### src/rtl/ps2_key_decoder.sv
// PS/2 keyboard receiver and scan-code set 2 decoder.
// Deserialises device-to-host frames and turns make codes for hex digits,
// Enter, Space and Esc into one-cycle key events (R_O + out + flags).
//
// state   | meaning
// --------+------------------------------------------------------------
// S_IDLE  | waiting for a start bit (0) on a PS2_clk falling edge
// S_RECV  | frame in progress; bit_cnt_q counts bits 1..10, timeout runs
module ps2_key_decoder #(
  parameter int TIMEOUT_CYCLES = 100000
) (
  input  logic       clk,
  input  logic       RESET,
  input  logic       PS2_clk,
  input  logic       PS2_dat,
  output logic       R_O,
  output logic [4:0] out,
  output logic [2:0] flags
);

  localparam int            TW      = $clog2(TIMEOUT_CYCLES + 1);
  localparam logic [TW-1:0] TO_LAST = TW'(TIMEOUT_CYCLES);

  typedef enum logic {S_IDLE, S_RECV} state_e;

  // decoded result: {hit, flags[2:0], out[4:0]}
  function automatic logic [8:0] decode(input logic [7:0] code, input logic ext);
    logic [8:0] r;
    r = 9'd0;
    case (code)
      8'h45: r = {1'b1, 3'b001, 5'h00};
      8'h16: r = {1'b1, 3'b001, 5'h01};
      8'h1E: r = {1'b1, 3'b001, 5'h02};
      8'h26: r = {1'b1, 3'b001, 5'h03};
      8'h25: r = {1'b1, 3'b001, 5'h04};
      8'h2E: r = {1'b1, 3'b001, 5'h05};
      8'h36: r = {1'b1, 3'b001, 5'h06};
      8'h3D: r = {1'b1, 3'b001, 5'h07};
      8'h3E: r = {1'b1, 3'b001, 5'h08};
      8'h46: r = {1'b1, 3'b001, 5'h09};
      8'h1C: r = {1'b1, 3'b001, 5'h0A};
      8'h32: r = {1'b1, 3'b001, 5'h0B};
      8'h21: r = {1'b1, 3'b001, 5'h0C};
      8'h23: r = {1'b1, 3'b001, 5'h0D};
      8'h24: r = {1'b1, 3'b001, 5'h0E};
      8'h2B: r = {1'b1, 3'b001, 5'h0F};
      // keypad digits share codes with navigation keys behind E0
      8'h70: r = ext ? 9'd0 : {1'b1, 3'b001, 5'h00};
      8'h69: r = ext ? 9'd0 : {1'b1, 3'b001, 5'h01};
      8'h72: r = ext ? 9'd0 : {1'b1, 3'b001, 5'h02};
      8'h7A: r = ext ? 9'd0 : {1'b1, 3'b001, 5'h03};
      8'h6B: r = ext ? 9'd0 : {1'b1, 3'b001, 5'h04};
      8'h73: r = ext ? 9'd0 : {1'b1, 3'b001, 5'h05};
      8'h74: r = ext ? 9'd0 : {1'b1, 3'b001, 5'h06};
      8'h6C: r = ext ? 9'd0 : {1'b1, 3'b001, 5'h07};
      8'h75: r = ext ? 9'd0 : {1'b1, 3'b001, 5'h08};
      8'h7D: r = ext ? 9'd0 : {1'b1, 3'b001, 5'h09};
      8'h5A: r = {1'b1, 3'b010, 5'h00};
      8'h29: r = {1'b1, 3'b100, 5'h10};
      8'h76: r = {1'b1, 3'b100, 5'h11};
      default: r = 9'd0;
    endcase
    return r;
  endfunction

  logic          clk_meta_q, clk_sync_q, clk_prev_q;
  logic          dat_meta_q, dat_sync_q;
  logic          fall;

  state_e        state_q, state_d;
  logic [3:0]    bit_cnt_q, bit_cnt_d;
  logic [8:0]    shift_q, shift_d;
  logic [TW-1:0] to_cnt_q, to_cnt_d;
  logic          brk_q, brk_d;
  logic          ext_q, ext_d;
  logic          pend_q, pend_d;
  logic [4:0]    pend_out_q, pend_out_d;
  logic [2:0]    pend_flags_q, pend_flags_d;
  logic          ro_q, ro_d;
  logic [4:0]    out_q, out_d;
  logic [2:0]    flags_q, flags_d;
  logic [8:0]    dec;

  // two-flop synchronisers; reset to the idle-high line level so reset
  // release never looks like a falling edge
  always_ff @(posedge clk or posedge RESET) begin
    if (RESET) begin
      clk_meta_q <= 1'b1;
      clk_sync_q <= 1'b1;
      clk_prev_q <= 1'b1;
      dat_meta_q <= 1'b1;
      dat_sync_q <= 1'b1;
    end else begin
      clk_meta_q <= PS2_clk;
      clk_sync_q <= clk_meta_q;
      clk_prev_q <= clk_sync_q;
      dat_meta_q <= PS2_dat;
      dat_sync_q <= dat_meta_q;
    end
  end

  assign fall = clk_prev_q & ~clk_sync_q;
  assign dec  = decode(shift_q[7:0], ext_q);

  // receiver, prefix tracking and event generation
  always_comb begin
    state_d      = state_q;
    bit_cnt_d    = bit_cnt_q;
    shift_d      = shift_q;
    to_cnt_d     = to_cnt_q;
    brk_d        = brk_q;
    ext_d        = ext_q;
    pend_d       = 1'b0;
    pend_out_d   = pend_out_q;
    pend_flags_d = pend_flags_q;
    ro_d         = pend_q;
    out_d        = out_q;
    flags_d      = flags_q;

    if (pend_q) begin
      out_d   = pend_out_q;
      flags_d = pend_flags_q;
    end

    case (state_q)
      S_IDLE: begin
        to_cnt_d  = '0;
        bit_cnt_d = 4'd0;
        if (fall && !dat_sync_q) begin
          state_d   = S_RECV;
          bit_cnt_d = 4'd1;
        end
      end
      S_RECV: begin
        if (fall) begin
          to_cnt_d = '0;
          if (bit_cnt_q == 4'd10) begin
            state_d   = S_IDLE;
            bit_cnt_d = 4'd0;
            // shift_q holds d0..d7 plus parity: the 9 bits must have odd weight
            if (!dat_sync_q || !(^shift_q)) begin
              brk_d = 1'b0;
              ext_d = 1'b0;
            end else if (shift_q[7:0] == 8'hF0) begin
              brk_d = 1'b1;
            end else if (shift_q[7:0] == 8'hE0) begin
              ext_d = 1'b1;
            end else begin
              brk_d = 1'b0;
              ext_d = 1'b0;
              if (!brk_q && dec[8]) begin
                pend_d       = 1'b1;
                pend_flags_d = dec[7:5];
                pend_out_d   = dec[4:0];
              end
            end
          end else begin
            shift_d   = {dat_sync_q, shift_q[8:1]};
            bit_cnt_d = bit_cnt_q + 4'd1;
          end
        end else if (to_cnt_q == TO_LAST) begin
          // stalled frame: drop it but keep any F0/E0 prefix already seen
          state_d   = S_IDLE;
          bit_cnt_d = 4'd0;
          to_cnt_d  = '0;
        end else begin
          to_cnt_d = to_cnt_q + 1'b1;
        end
      end
      default: begin
        state_d   = S_IDLE;
        bit_cnt_d = 4'd0;
      end
    endcase
  end

  // state and output registers
  always_ff @(posedge clk or posedge RESET) begin
    if (RESET) begin
      state_q      <= S_IDLE;
      bit_cnt_q    <= 4'd0;
      shift_q      <= 9'd0;
      to_cnt_q     <= '0;
      brk_q        <= 1'b0;
      ext_q        <= 1'b0;
      pend_q       <= 1'b0;
      pend_out_q   <= 5'd0;
      pend_flags_q <= 3'd0;
      ro_q         <= 1'b0;
      out_q        <= 5'd0;
      flags_q      <= 3'd0;
    end else begin
      state_q      <= state_d;
      bit_cnt_q    <= bit_cnt_d;
      shift_q      <= shift_d;
      to_cnt_q     <= to_cnt_d;
      brk_q        <= brk_d;
      ext_q        <= ext_d;
      pend_q       <= pend_d;
      pend_out_q   <= pend_out_d;
      pend_flags_q <= pend_flags_d;
      ro_q         <= ro_d;
      out_q        <= out_d;
      flags_q      <= flags_d;
    end
  end

  assign R_O   = ro_q;
  assign out   = out_q;
  assign flags = flags_q;

endmodule

### config.mk
export PLATFORM = sky130hd
export DESIGN_NAME = ps2_key_decoder
export DESIGN_NICKNAME = d
export VERILOG_FILES = /design/src/rtl/ps2_key_decoder.sv
export SDC_FILE = /design/constraint.sdc
export NUM_CORES = 1
export LEC_CHECK = 0
export ABC_AREA = 1
export CAP_MARGIN = 10
export CORE_MARGIN = 1.5
export CORE_UTILIZATION = 60
export DETAILED_ROUTE_END_ITERATION = 10
export GPL_ROUTABILITY_DRIVEN = 0
export PLACE_DENSITY = 0.85
export SKIP_CTS_REPAIR_TIMING = 1
export SYNTH_ARGS = -nofsm -noshare
export SYNTH_HDL_FRONTEND = slang
export SYNTH_SLANG_ARGS = --single-unit
### constraint.sdc
create_clock -name clk -period 2.4 [get_ports clk]
set_clock_uncertainty 0.2 [all_clocks]
set_input_delay 0.24 -clock clk [delete_from_list [all_inputs] [get_ports clk]]
set_output_delay 0.24 -clock clk [all_outputs]
set_load 0.005 [all_outputs]
# Word-level counts from Yosys, hierarchy flattened
# Cells that the tools add are included.
# word_totals
input_bits	4
output_inout_bits	9
wordCells	110
register_bits	56
latchBits	0
mem_bits_ro	0
n_memories	0
mem_bits_rw	0
# op_classes
bitwise	7
reduce_logical	11
add_sub_neg	2
n_eq_ne	36
multipliers	0
shift	0
muxes	37
div_mod_pow	0
n_lt_le_gt_ge	0
# ops
cell	count
$pmux W9 S29	1
$eq A8 B7 Y1 const B	14
$eq A8 B6 Y1 const B	12
$mux W9	10
$mux W17	2
$pmux W17 S2	1
$eq A8 B5 Y1 const B	3
$mux W1	18
$add A17 B1 Y17 const B	1
$eq A17 B17 Y1 const B	1
$eq A8 B8 Y1 const B	2
$mux W4	3
$reduce_xor A9 Y1	1
$pmux W4 S2	1
$reduce_and A4 Y1	2
$reduce_and A7 Y1	1
$not A1 Y1	6
$add A4 B1 Y4 const B	1
$eq A4 B4 Y1 const B	1
$logic_not A1 Y1	3
$ne A3 B2 Y1 const B	1
$ne A3 B3 Y1 const B	1
$reduce_and A3 Y1	1
$logic_and A1 B1 Y1	2
4 further kinds	4

# Depth between registers and ports, before layout
# logic_depth
ltp_word	10
ltp_mapped	14
mapped_depth_nobuf	13

# Worst setup path after synthesis
# Ideal clock, no wire load.
# synth_path
path_type	reg2reg
from	reg shift_q[4]
to	reg pend_flags_q[1]
setup_time_ns	0.117
required_time_ns	2.083
n_path_buf	0
synth_period_minus_slack_ns	1.886
path_stages_with_launch	13
t_arrival_ns	1.570
setup_slack_ns	0.514
cell_sequence	dfrtp_1 > inv_1 > ha_1 > nand2_4 > nor2_1 > nor2_1 > nand2_2 > nor2_1 > nand2_1 > nor2_1 > nor2_4 > nand3_1 > nand2_1
# synth_via
elab_chain_cells	5
elab_cells_between_ends	40
cone_classes	eq/ne: 31; mux: 1; bitwise: 3; reduce/logical: 5
# synth_lines
item	line	rtl
start: declaration	72	logic [8:0] shift_q, shift_d;
start signal: assignment	195	shift_q <= shift_d;
branches (longest 5 deep; another with $pmux W9 S29)	n/a	
end signal: assignment	201	pend_flags_q <= pend_flags_d;
end: declaration	78	logic [2:0] pend_flags_q, pend_flags_d;
# Parallel ways; which one is timed is not known.
# A chain may end at the register's enable or synchronous reset.

# Worst setup path after layout
# layout_path
from	reg shift_q[3]
to	reg pend_out_q[0]
# layout_via
elab_chain_cells	5
elab_cells_between_ends	40
cone_classes	eq/ne: 31; mux: 1; bitwise: 3; reduce/logical: 5
# layout_lines
item	line	rtl
branches (longest 5 deep; another with $pmux W9 S29)	n/a	
end signal: assignment	200	pend_out_q <= pend_out_d;
end: declaration	77	logic [4:0] pend_out_q, pend_out_d;
# Parallel ways; which one is timed is not known.

==> flow_metrics.tcl <==
set metrics [dict create \
    status "completed" \
    die_h_um 78.8 \
    pwr-share-comb_pct 33.1 \
    final_cell_mix "nand2_1 (113), nor2_1 (70), inv_1 (59), dfrtp_1 (49), nand3_1 (35)" \
    die_width_um 78.8 \
    max_slew_margin_pct 65.7 \
    period_minus_slack_ns 2.22 \
    core_area_um2 5540 \
    seqPwrFrac_pct 45.5 \
    yosys.area.top_type "dfrtp_1" \
    final_nets 496 \
    vias_per_cell 5.30 \
    worstSetupStartpointType "register" \
    clock_latency_ns 0.31 \
    io_pins 13 \
    wire_per_inst_um 12.3 \
    syn_inst 458 \
    cts-root-buf "clkbuf_8" \
    synth_warnings 0 \
    p_clk_share_pct 21.4 \
    h-tree-depth 2 \
    critPathKind "reg -> reg" \
    antenna_found_initial 0 \
    fin_util_pct 67.6 \
    first_global_vias 2772 \
    area_growth_pct 8.68 \
    fmax_mhz 450 \
    worstPathCellList "inv_1 > ha_1 > nand2_1 > a21oi_1 > nand2_1 > nand2_1 > nor2_1 > nand3_4 > nand3_4 > nand2_1 > nand2_1" \
    switching_share_pct 38.4 \
    cts_buffers 5 \
    setup_violations 0 \
    finalHoldViolations 0 \
    min_path_type "in -> async" \
    cpMostUsedCell "nand2_1" \
    grt_pass1_wl_mm 12.0 \
    drv_slew 0 \
    grt_start_max_net_pins 32 \
    portBuffers 12 \
    required_ns 2.40 \
    antenna_cells 0 \
    drive_above_1_share_pct 13.1 \
    yosysUniqueCellTypes 34 \
    track_usage_pct 24.2 \
    crit_family "simple AND/OR/NAND/NOR gates" \
    postRouteWirelength_mm 6.74 \
    finalPower_mw 2.35 \
    hold_ws_ns 0.0649 \
    setup_tns_ns 0 \
    syn-cell-area_um2 3450 \
    drcViolationCount 0 \
    fillCellCount 440 \
    worst_pin_slew_ns 0.513 \
    clock-sinks 54 \
    clk_pin_slew_worst_paths_ns 0.10 \
    cp-end-kind "register" \
    synth_nets 481 \
    overflow 0 \
    power.leakage_nw 1.90 \
    cts_tree "done" \
    cp_max_fo 8 \
    firstDrtPassIters 5 \
    synth_top_area_share_pct 35.6 \
    rows 27 \
    synth-seq-cells 54 \
    rsz0062_at_grt "false" \
    start_util_pct 62.2 \
    synth_area_leaders "dfrtp_1 (36%), nand2_1 (12%), nor2_1 (7.7%)" \
    synth.avg_cell_area_um2 7.53 \
    pwr_density_cell_nw_per_um2 628 \
    p_int_mw 1.45 \
    mostFrequentLayoutCell "nand2_1" \
    seq_area_frac_synth_pct 39.4 \
    crit_path_max_incr_delay_ns 0.43 \
    vias 2894 \
    arrival_ns 2.22 \
    period_share_pct 92.6 \
    vdd_drop_max_mv 0.501 \
    die-area_um2 6210 \
    dp_hpwl_mm 5.23 \
    cp_slowest_cell "dfrtp_1" \
    max-cap-violations 0 \
    final_antenna_net_count 0 \
    drtIter0Drc 202 \
    cp.buffers_inverters 1 \
    switching_power_mw 0.904 \
    clockBufferDepth 2 \
]
-- final cells by class --
type | count | area, um^2 | area share [%]
Multi-Input combinational cell | 335 | 1830 | 48.8
Clock inverter | 2 | 13.8 | 0.367
Sequential cell | 54 | 1360 | 36.2
Timing Repair Buffer | 14 | 148 | 3.94
Tap cell | 72 | 90.1 | 2.40
Inverter | 63 | 236 | 6.31
Clock buffer | 6 | 72.6 | 1.94
-- logic make-up (layout without fill, tap and decap cells) --
kind of cell | after synthesis | after routing | share of synthesized area [%]
simple gates | 274 | 274 | 37.7
flops | 54 | 54 | 39.4
mux | 7 | 7 | 2.29
fa+ha+maj | 19 | 19 | 6.90
compound gates | 31 | 31 | 4.79
xor+xnor | 4 | 4 | 1.02
buf+inv | 69 | 85 | 7.88
-- worst reg2reg max path, cell delays in order, from the launching register on --
cell	delay (ns)
dfrtp_1	0.43
inv_1	0.12
ha_1	0.24
nand2_1	0.17
a21oi_1	0.27
nand2_1	0.11
nand2_1	0.10
nor2_1	0.07
nand3_4	0.13
nand3_4	0.12
nand2_1	0.10
nand2_1	0.06
-- power groups by stage --
stage          registers (mW)  clock network, mW  logic, mW
2_1_floorplan            1.07                  0      0.618
3_3_place_gp             1.08                  0      0.736
3_5_place_dp             1.09                  0      0.766
4_1_cts                  1.07              0.517      0.768
5_1_grt                  1.08              0.547      0.894
6_report                 1.07              0.503      0.779
-- state kept, by name, indices dropped and copies added, names as in the netlist, 2 cells and up --
register,cells
shift_q,9
out,5
pend_out_q,5
bit_cnt_q,4
flags,2
pend_flags_q,2
to_cnt_q,17
-- Yosys cell counts, drive strengths merged --
master   count
o2111ai      1
buf          3
nand3       41
inv         62
o31ai        2
a21oi       11
nor3b        4
dfstp        5
clkbuf       3
nand4        5
mux2         7
clkinv       1
o21ai       16
xnor2        1
nand2      123
dfrtp       49
nor3        11
xor2         3
ha          19
a31oi        1
nor4         2
nor2        88
-- stage by stage --
stage / instances / setup WS, ns / instance area, um^2
after floorplan: 458 / 0.514 / 3450
after global placement: 538 / 0.256 / 3650
after detailed placement: 538 / 0.169 / 3650
after CTS: 546 / 0.144 / 3740
after global routing: 546 / 0.00733 / 3750
final: 546 / 0.178 / 3750
-- layer usage --
| metal | GRT usage (%) | share of wire [%] | up-vias |
|---|---|---|---|
| met1 | 30.2 | 46 | 1347 |
| met4 | 6.96 | 1.1 | 0 |
| met5 | 0 | 0 | - |
| met2 | 42.3 | 48 | 74 |
| li1 | - | - | 1465 |
| met3 | 4.83 | 4.6 | 8 |
-- final timing paths --
check	slack (ns)	endpoint	start	cells after the start
setup / recovery	0.18	pend_out_q[0]	shift_q[3]	11
hold / removal	0.06	to_cnt_q[7]	RESET	2
setup reg to reg	0.18	pend_out_q[0]	shift_q[3]	11
hold reg to reg	0.16	clk_sync_q	clk_meta_q	0
max in group asynchronous	1.33	clk_sync_q	RESET	3
min in group clk	0.13	dat_meta_q	PS2_dat	1
Note: power is estimated with default switching activity, not from simulation.
